===== src/rtl/gpu_irq_receiver.sv =====
// rtl/gpu_irq_receiver.sv - IRQ pulse collector presenting one enabled source at a time to the CPU
//
// Ports:
//   clk         : clock, all state updates on the rising edge
//   n_rst       : asynchronous active-low reset
//   irq_i       : one-cycle IRQ pulses, one bit per source
//   mask_wr_i   : write strobe for the enable register
//   mask_i      : enable value written on mask_wr_i (1 = enabled)
//   ack_i       : one-cycle CPU acknowledge of the presented IRQ
//   drop_clr_i  : synchronous clear of the dropped-event counter
//   cpu_irq_o   : registered level interrupt to the CPU
//   irq_id_o    : index of the presented source
//   pending_o   : pending register, independent of the enable mask
//   drop_cnt_o  : saturating count of pulses lost to an already-pending bit

module gpu_irq_receiver #(
    parameter int NUM_SRC = 4,
    parameter int CNT_W   = 8
) (
    input  logic                       clk,
    input  logic                       n_rst,
    input  logic [NUM_SRC-1:0]         irq_i,
    input  logic                       mask_wr_i,
    input  logic [NUM_SRC-1:0]         mask_i,
    input  logic                       ack_i,
    input  logic                       drop_clr_i,
    output logic                       cpu_irq_o,
    output logic [$clog2(NUM_SRC)-1:0] irq_id_o,
    output logic [NUM_SRC-1:0]         pending_o,
    output logic [CNT_W-1:0]           drop_cnt_o
);

    localparam int ID_W  = $clog2(NUM_SRC);
    // Five extra bits hold a per-cycle increment of up to 16 sources.
    localparam int SUM_W = CNT_W + 5;
    localparam logic [SUM_W-1:0] CNT_MAX = {{5{1'b0}}, {CNT_W{1'b1}}};

    typedef enum logic [1:0] {
        IDLE   = 2'd0,
        ASSERT = 2'd1,
        GAP    = 2'd2
    } state_t;

    state_t             state_q, state_d;
    logic [NUM_SRC-1:0] pending_q, pending_d;
    logic [NUM_SRC-1:0] enable_q;
    logic               cpu_irq_q, cpu_irq_d;
    logic [ID_W-1:0]    irq_id_q, irq_id_d;
    logic [CNT_W-1:0]   drop_cnt_q, drop_cnt_d;

    logic [NUM_SRC-1:0] req;
    logic [ID_W-1:0]    low_idx;
    logic               ack_take;
    logic [NUM_SRC-1:0] ack_clr;
    logic [NUM_SRC-1:0] drop_vec;
    logic [4:0]         drop_inc;
    logic [SUM_W-1:0]   drop_sum;

    assign req = pending_q & enable_q;

    // Lowest-numbered requesting source wins; scanning downward lets the
    // last assignment be the lowest index.
    always_comb begin
        low_idx = '0;
        for (int i = NUM_SRC - 1; i >= 0; i--) begin
            if (req[i]) begin
                low_idx = ID_W'(i);
            end
        end
    end

    // Presentation FSM.
    always_comb begin
        state_d   = state_q;
        cpu_irq_d = cpu_irq_q;
        irq_id_d  = irq_id_q;
        ack_take  = 1'b0;
        case (state_q)
            IDLE: begin
                cpu_irq_d = 1'b0;
                if (|req) begin
                    state_d   = ASSERT;
                    cpu_irq_d = 1'b1;
                    irq_id_d  = low_idx;
                end
            end
            ASSERT: begin
                if (ack_i) begin
                    ack_take  = 1'b1;
                    state_d   = GAP;
                    cpu_irq_d = 1'b0;
                end else if (!enable_q[irq_id_q]) begin
                    // Source masked off while presented: withdraw but keep it pending.
                    state_d   = IDLE;
                    cpu_irq_d = 1'b0;
                end
            end
            GAP: begin
                state_d   = IDLE;
                cpu_irq_d = 1'b0;
            end
            default: begin
                state_d   = IDLE;
                cpu_irq_d = 1'b0;
            end
        endcase
    end

    // An acknowledged source is cleared, but a fresh pulse on the same cycle
    // re-sets it; that pulse is not a drop because the old event was consumed.
    always_comb begin
        ack_clr = '0;
        if (ack_take) begin
            ack_clr[irq_id_q] = 1'b1;
        end
    end

    assign pending_d = (pending_q & ~ack_clr) | irq_i;
    assign drop_vec  = irq_i & pending_q & ~ack_clr;

    always_comb begin
        drop_inc = '0;
        for (int i = 0; i < NUM_SRC; i++) begin
            drop_inc = drop_inc + {4'b0000, drop_vec[i]};
        end
    end

    assign drop_sum = {5'b00000, drop_cnt_q} + {{(SUM_W-5){1'b0}}, drop_inc};

    always_comb begin
        if (drop_clr_i) begin
            drop_cnt_d = '0;
        end else if (drop_sum > CNT_MAX) begin
            drop_cnt_d = {CNT_W{1'b1}};
        end else begin
            drop_cnt_d = drop_sum[CNT_W-1:0];
        end
    end

    always_ff @(posedge clk or negedge n_rst) begin
        if (!n_rst) begin
            state_q    <= IDLE;
            pending_q  <= '0;
            enable_q   <= '0;
            cpu_irq_q  <= 1'b0;
            irq_id_q   <= '0;
            drop_cnt_q <= '0;
        end else begin
            state_q    <= state_d;
            pending_q  <= pending_d;
            cpu_irq_q  <= cpu_irq_d;
            irq_id_q   <= irq_id_d;
            drop_cnt_q <= drop_cnt_d;
            if (mask_wr_i) begin
                enable_q <= mask_i;
            end
        end
    end

    assign cpu_irq_o  = cpu_irq_q;
    assign irq_id_o   = irq_id_q;
    assign pending_o  = pending_q;
    assign drop_cnt_o = drop_cnt_q;

endmodule


===== config.mk =====
export PLATFORM = sky130hd
export DESIGN_NAME = gpu_irq_receiver
export DESIGN_NICKNAME = d
export VERILOG_FILES = /design/src/rtl/gpu_irq_receiver.sv
export SDC_FILE = /design/constraint.sdc
export NUM_CORES = 1
export LEC_CHECK = 0
export ABC_AREA = 1
export CAP_MARGIN = 20
export CORE_MARGIN = 1
export CORE_UTILIZATION = 30
export DETAILED_ROUTE_END_ITERATION = 7
export SETUP_SLACK_MARGIN = 0.15
export SYNTH_ARGS = -nofsm -noshare
export SYNTH_HDL_FRONTEND = slang
export SYNTH_SLANG_ARGS = --single-unit

===== constraint.sdc =====
create_clock -name clk -period 4.25 [get_ports clk]
set_input_delay 0.425 -clock clk [delete_from_list [all_inputs] [get_ports clk]]
set_output_delay 0.425 -clock clk [all_outputs]
set_load 0.03 [all_outputs]

==> results_dict.tcl <==
set metrics [dict create \
    synthMuxAreaShare 0.0408 \
    min_to "cpu_irq_o" \
    cts_tree "yes" \
    path_clk_slew_ns 0.08 \
    required_ns 4.42 \
    synth_edf_count 0 \
    syn_inst 127 \
    synth_common_cells "nand2_1, dfrtp_1, inv_1" \
    antenna-diode-count 0 \
    slowest_stage "fa_1" \
    drcViolationCount 0 \
    synth_top_family_by_area "simple AND/OR/NAND/NOR gates" \
    p_sw_mw 0.332 \
    r2r-start "irq_id_o[0]" \
    worst-slew-pin-transition_ns 0.917 \
    p_clk_frac 0.170 \
    dr.pass1.iters 4 \
    min_period_over_period 0.720 \
    dieArea_um2 3930 \
    setup_viol 0 \
    outcome "finished clean" \
    dpl.cell_count 200 \
    yosys.area_share.simple 0.257 \
    syn_to_final_growth_pct 33.9 \
    clk_path_buf_depth 2 \
    netSwitchingFraction 0.419 \
    vdd_ir_drop_max_mv 0.374 \
    seq_power_share 0.370 \
    final_antenna_net_count 0 \
    die_w_um 62.7 \
    hold_viol_final 0 \
    crit_path_end_kind "flip-flop" \
    grt_pass1_wl_mm 4.31 \
    start_kind "primary input" \
    synth_area_leaders "dfrtp_1, nand2_1, nand3_1" \
    cap_violations 0 \
    synth.distinct_cells 23 \
    synth_flop_cell "dfrtp_1" \
    ys_seq_area_frac 0.476 \
    gr-total-overflow 0 \
    critPathMaxStageDelay_ns 0.48 \
    max_clock_freq_mhz 327 \
    ys_ff_latch 21 \
    path_cells "clkdlybuf4s50_1 -> nand3_1 -> o21ai_1 -> or2_1 -> fa_1 -> inv_1 -> fa_1 -> fa_1 -> nand2_2 -> nor2_4 -> nand3_4 -> nand3_2 -> nand2_1 -> inv_1" \
    grt_max_degree 22 \
    final_cells 204 \
    port_buffers 27 \
    ioPinCount 28 \
    gp_congestion 0.837 \
    synthXorXnorAreaFrac 0.00793 \
    r2r_slack_ns 1.36 \
    crit_type "primary input to flip-flop" \
    postCtsSetupRepairBufs 0 \
    synth_area_um2 1100 \
    synth.most_common_cell "nand2_1" \
    synth_fp_nets 144 \
    hpwl_mm 1.90 \
    synth_compound_area_frac 0.0747 \
    core_um2 3440 \
    rsz0062_at_grt "false" \
    numClockSinks 21 \
    synth_top_area_frac 0.476 \
    filler_cell_count 329 \
    numCtsBuffers 3 \
    synth_top_area_cell "dfrtp_1" \
    clkLatencyLatePin_ns 0.26 \
    avgViaCountPerCell 4.66 \
    start_util 0.321 \
    tns_ns 0 \
    synth_area_per_cell_um2 8.70 \
    fp.dieH_um 62.7 \
    wirelength_mm 2.46 \
    yosys.area_share.adder 0.0657 \
    placementRows 21 \
    wl_per_cell_um 12.0 \
    synthArstFlopShare 1.00 \
    critPathArrivalTime_ns 3.23 \
    worstPathMaxFanout 6 \
    crit_top_cell "fa_1" \
    reg2reg_to "drop_cnt_o[5]" \
    fin_nets 176 \
    hold_class "flip-flop to flip-flop" \
    hp-start "cpu_irq_o" \
    cts_max_level 1 \
    drt-initial-drc-count 71 \
    maxSlewHeadroom 0.387 \
    critPathTopFamily "adder cells" \
    layout-drive-gt1-share 0.101 \
    cts-root-buf "clkbuf_8" \
    cts_resized 0 \
    worstHoldPathCells 2 \
    r2r.worst_path.cells 14 \
    min_period_ns 3.06 \
    power.internal_mw 0.460 \
    clock_skew_ns 0.00129 \
    antenna_found_initial 0 \
    p_leak_nw 0.691 \
    grt.total_usage 0.141 \
    power_density_nw_per_um2 536 \
    cp.buffers_inverters 3 \
    drv_slew 0 \
    hold_buffers 0 \
    yosysWarnings 0 \
    combPwrFrac 0.460 \
    vias 950 \
    grt_pass1_vias 1000 \
]
==> per-layer routing <==
metal,up-vias,routed length (um),GRT usage
met5,-,0,0
met4,0,63,0.0843
met3,8,150,0.0383
met2,41,1200,0.228
met1,437,1040,0.167
li1,464,-,-
==> registers in the layout (all words and copies together), names as in the netlist <==
| register | count |
|---|---|
| cpu_irq_o | 1 |
| drop_cnt_o | 8 |
| enable_q | 4 |
| irq_id_o | 2 |
| pending_o | 4 |
| state_q | 2 |
==> worst min-delay path: stages, from the launching register on <==
cell     delay [ns]
dfrtp_1        0.35
nand3_1        0.07
nand2_1        0.05
==> metrics by stage <==
| stage | setup WS, ns | hold slack, ns | cell area, um^2 | power (mW) | utilization |
|---|---|---|---|---|---|
| 3_5_place_dp | 0.910 | 0.501 | 1430 | 0.658 | 0.416 |
| 5_1_grt | 1.02 | 0.569 | 1480 | 0.858 | 0.430 |
| 6_report | 1.19 | 0.510 | 1480 | 0.792 | 0.430 |
| 3_3_place_gp | 0.959 | 0.492 | 1430 | 0.649 | 0.416 |
| 4_1_cts | 1.19 | 0.519 | 1480 | 0.797 | 0.430 |
| 2_1_floorplan | 1.30 | 0.129 | 1100 | 0.527 | - |
==> placed cells by master (no fill, tap or decap) <==
| master | n |
|---|---|
| or2_1 | 1 |
| o31ai_1 | 2 |
| nor3_1 | 2 |
| inv_2 | 3 |
| a21o_1 | 2 |
| clkinv_1 | 1 |
| clkinv_2 | 1 |
| xnor2_1 | 1 |
| nand3_1 | 15 |
| clkdlybuf4s50_1 | 27 |
| nor2_4 | 1 |
| inv_1 | 19 |
| nand3_2 | 1 |
| ha_1 | 1 |
| nand2_1 | 30 |
| a21oi_1 | 6 |
| clkbuf_8 | 3 |
| nor2_1 | 6 |
| mux2_2 | 4 |
| fa_1 | 3 |
| nand2_2 | 2 |
| nand3_4 | 1 |
| nand4_1 | 1 |
| dfrtp_1 | 21 |
| o21ai_1 | 3 |
| o21bai_1 | 1 |
==> worst max path at each step <==
stage	start	to	slack, ns	cells after the start
detailed placement	ack_i	drop_cnt_o[5]	0.91	14
global placement	ack_i	drop_cnt_o[7]	0.96	14
global route	ack_i	drop_cnt_o[7]	1.02	15
floorplan	irq_id_o[0]	drop_cnt_o[7]	1.30	14
CTS	ack_i	drop_cnt_o[5]	1.19	14
finish	ack_i	drop_cnt_o[5]	1.19	14
==> logic make-up (layout without fill, tap and decap cells) <==
family / Yosys count / in the layout
AND/OR/NAND/NOR: 60 / 60
buffers and inverters: 23 / 54
flip-flops: 21 / 21
AO/OA/AOI/OAI: 14 / 14
adder cells (fa/ha/maj): 4 / 4
multiplexers: 4 / 4
XOR/XNOR: 1 / 1
==> power by group through the flow <==
| stage | clock network, mW | registers [mW] | logic (mW) |
|---|---|---|---|
| 2_1_floorplan | 0 | 0.350 | 0.177 |
| 3_3_place_gp | 0 | 0.295 | 0.355 |
| 3_5_place_dp | 0 | 0.297 | 0.361 |
| 4_1_cts | 0.137 | 0.293 | 0.367 |
| 5_1_grt | 0.145 | 0.302 | 0.411 |
| 6_report | 0.135 | 0.293 | 0.364 |
==> final cells by class <==
| type | instances | area [um^2] | share of cell area |
|---|---|---|---|
| well taps | 46 | 57.6 | 0.0389 |
| inverters | 23 | 86.3 | 0.0584 |
| clock inverters | 1 | 5.00 | 0.00338 |
| clock buffers | 3 | 41.3 | 0.0279 |
| flip-flops and latches | 21 | 526 | 0.355 |
| multi-input cells | 83 | 493 | 0.333 |
| repair buffers | 27 | 270 | 0.183 |
(Power assumes the default switching activity.)
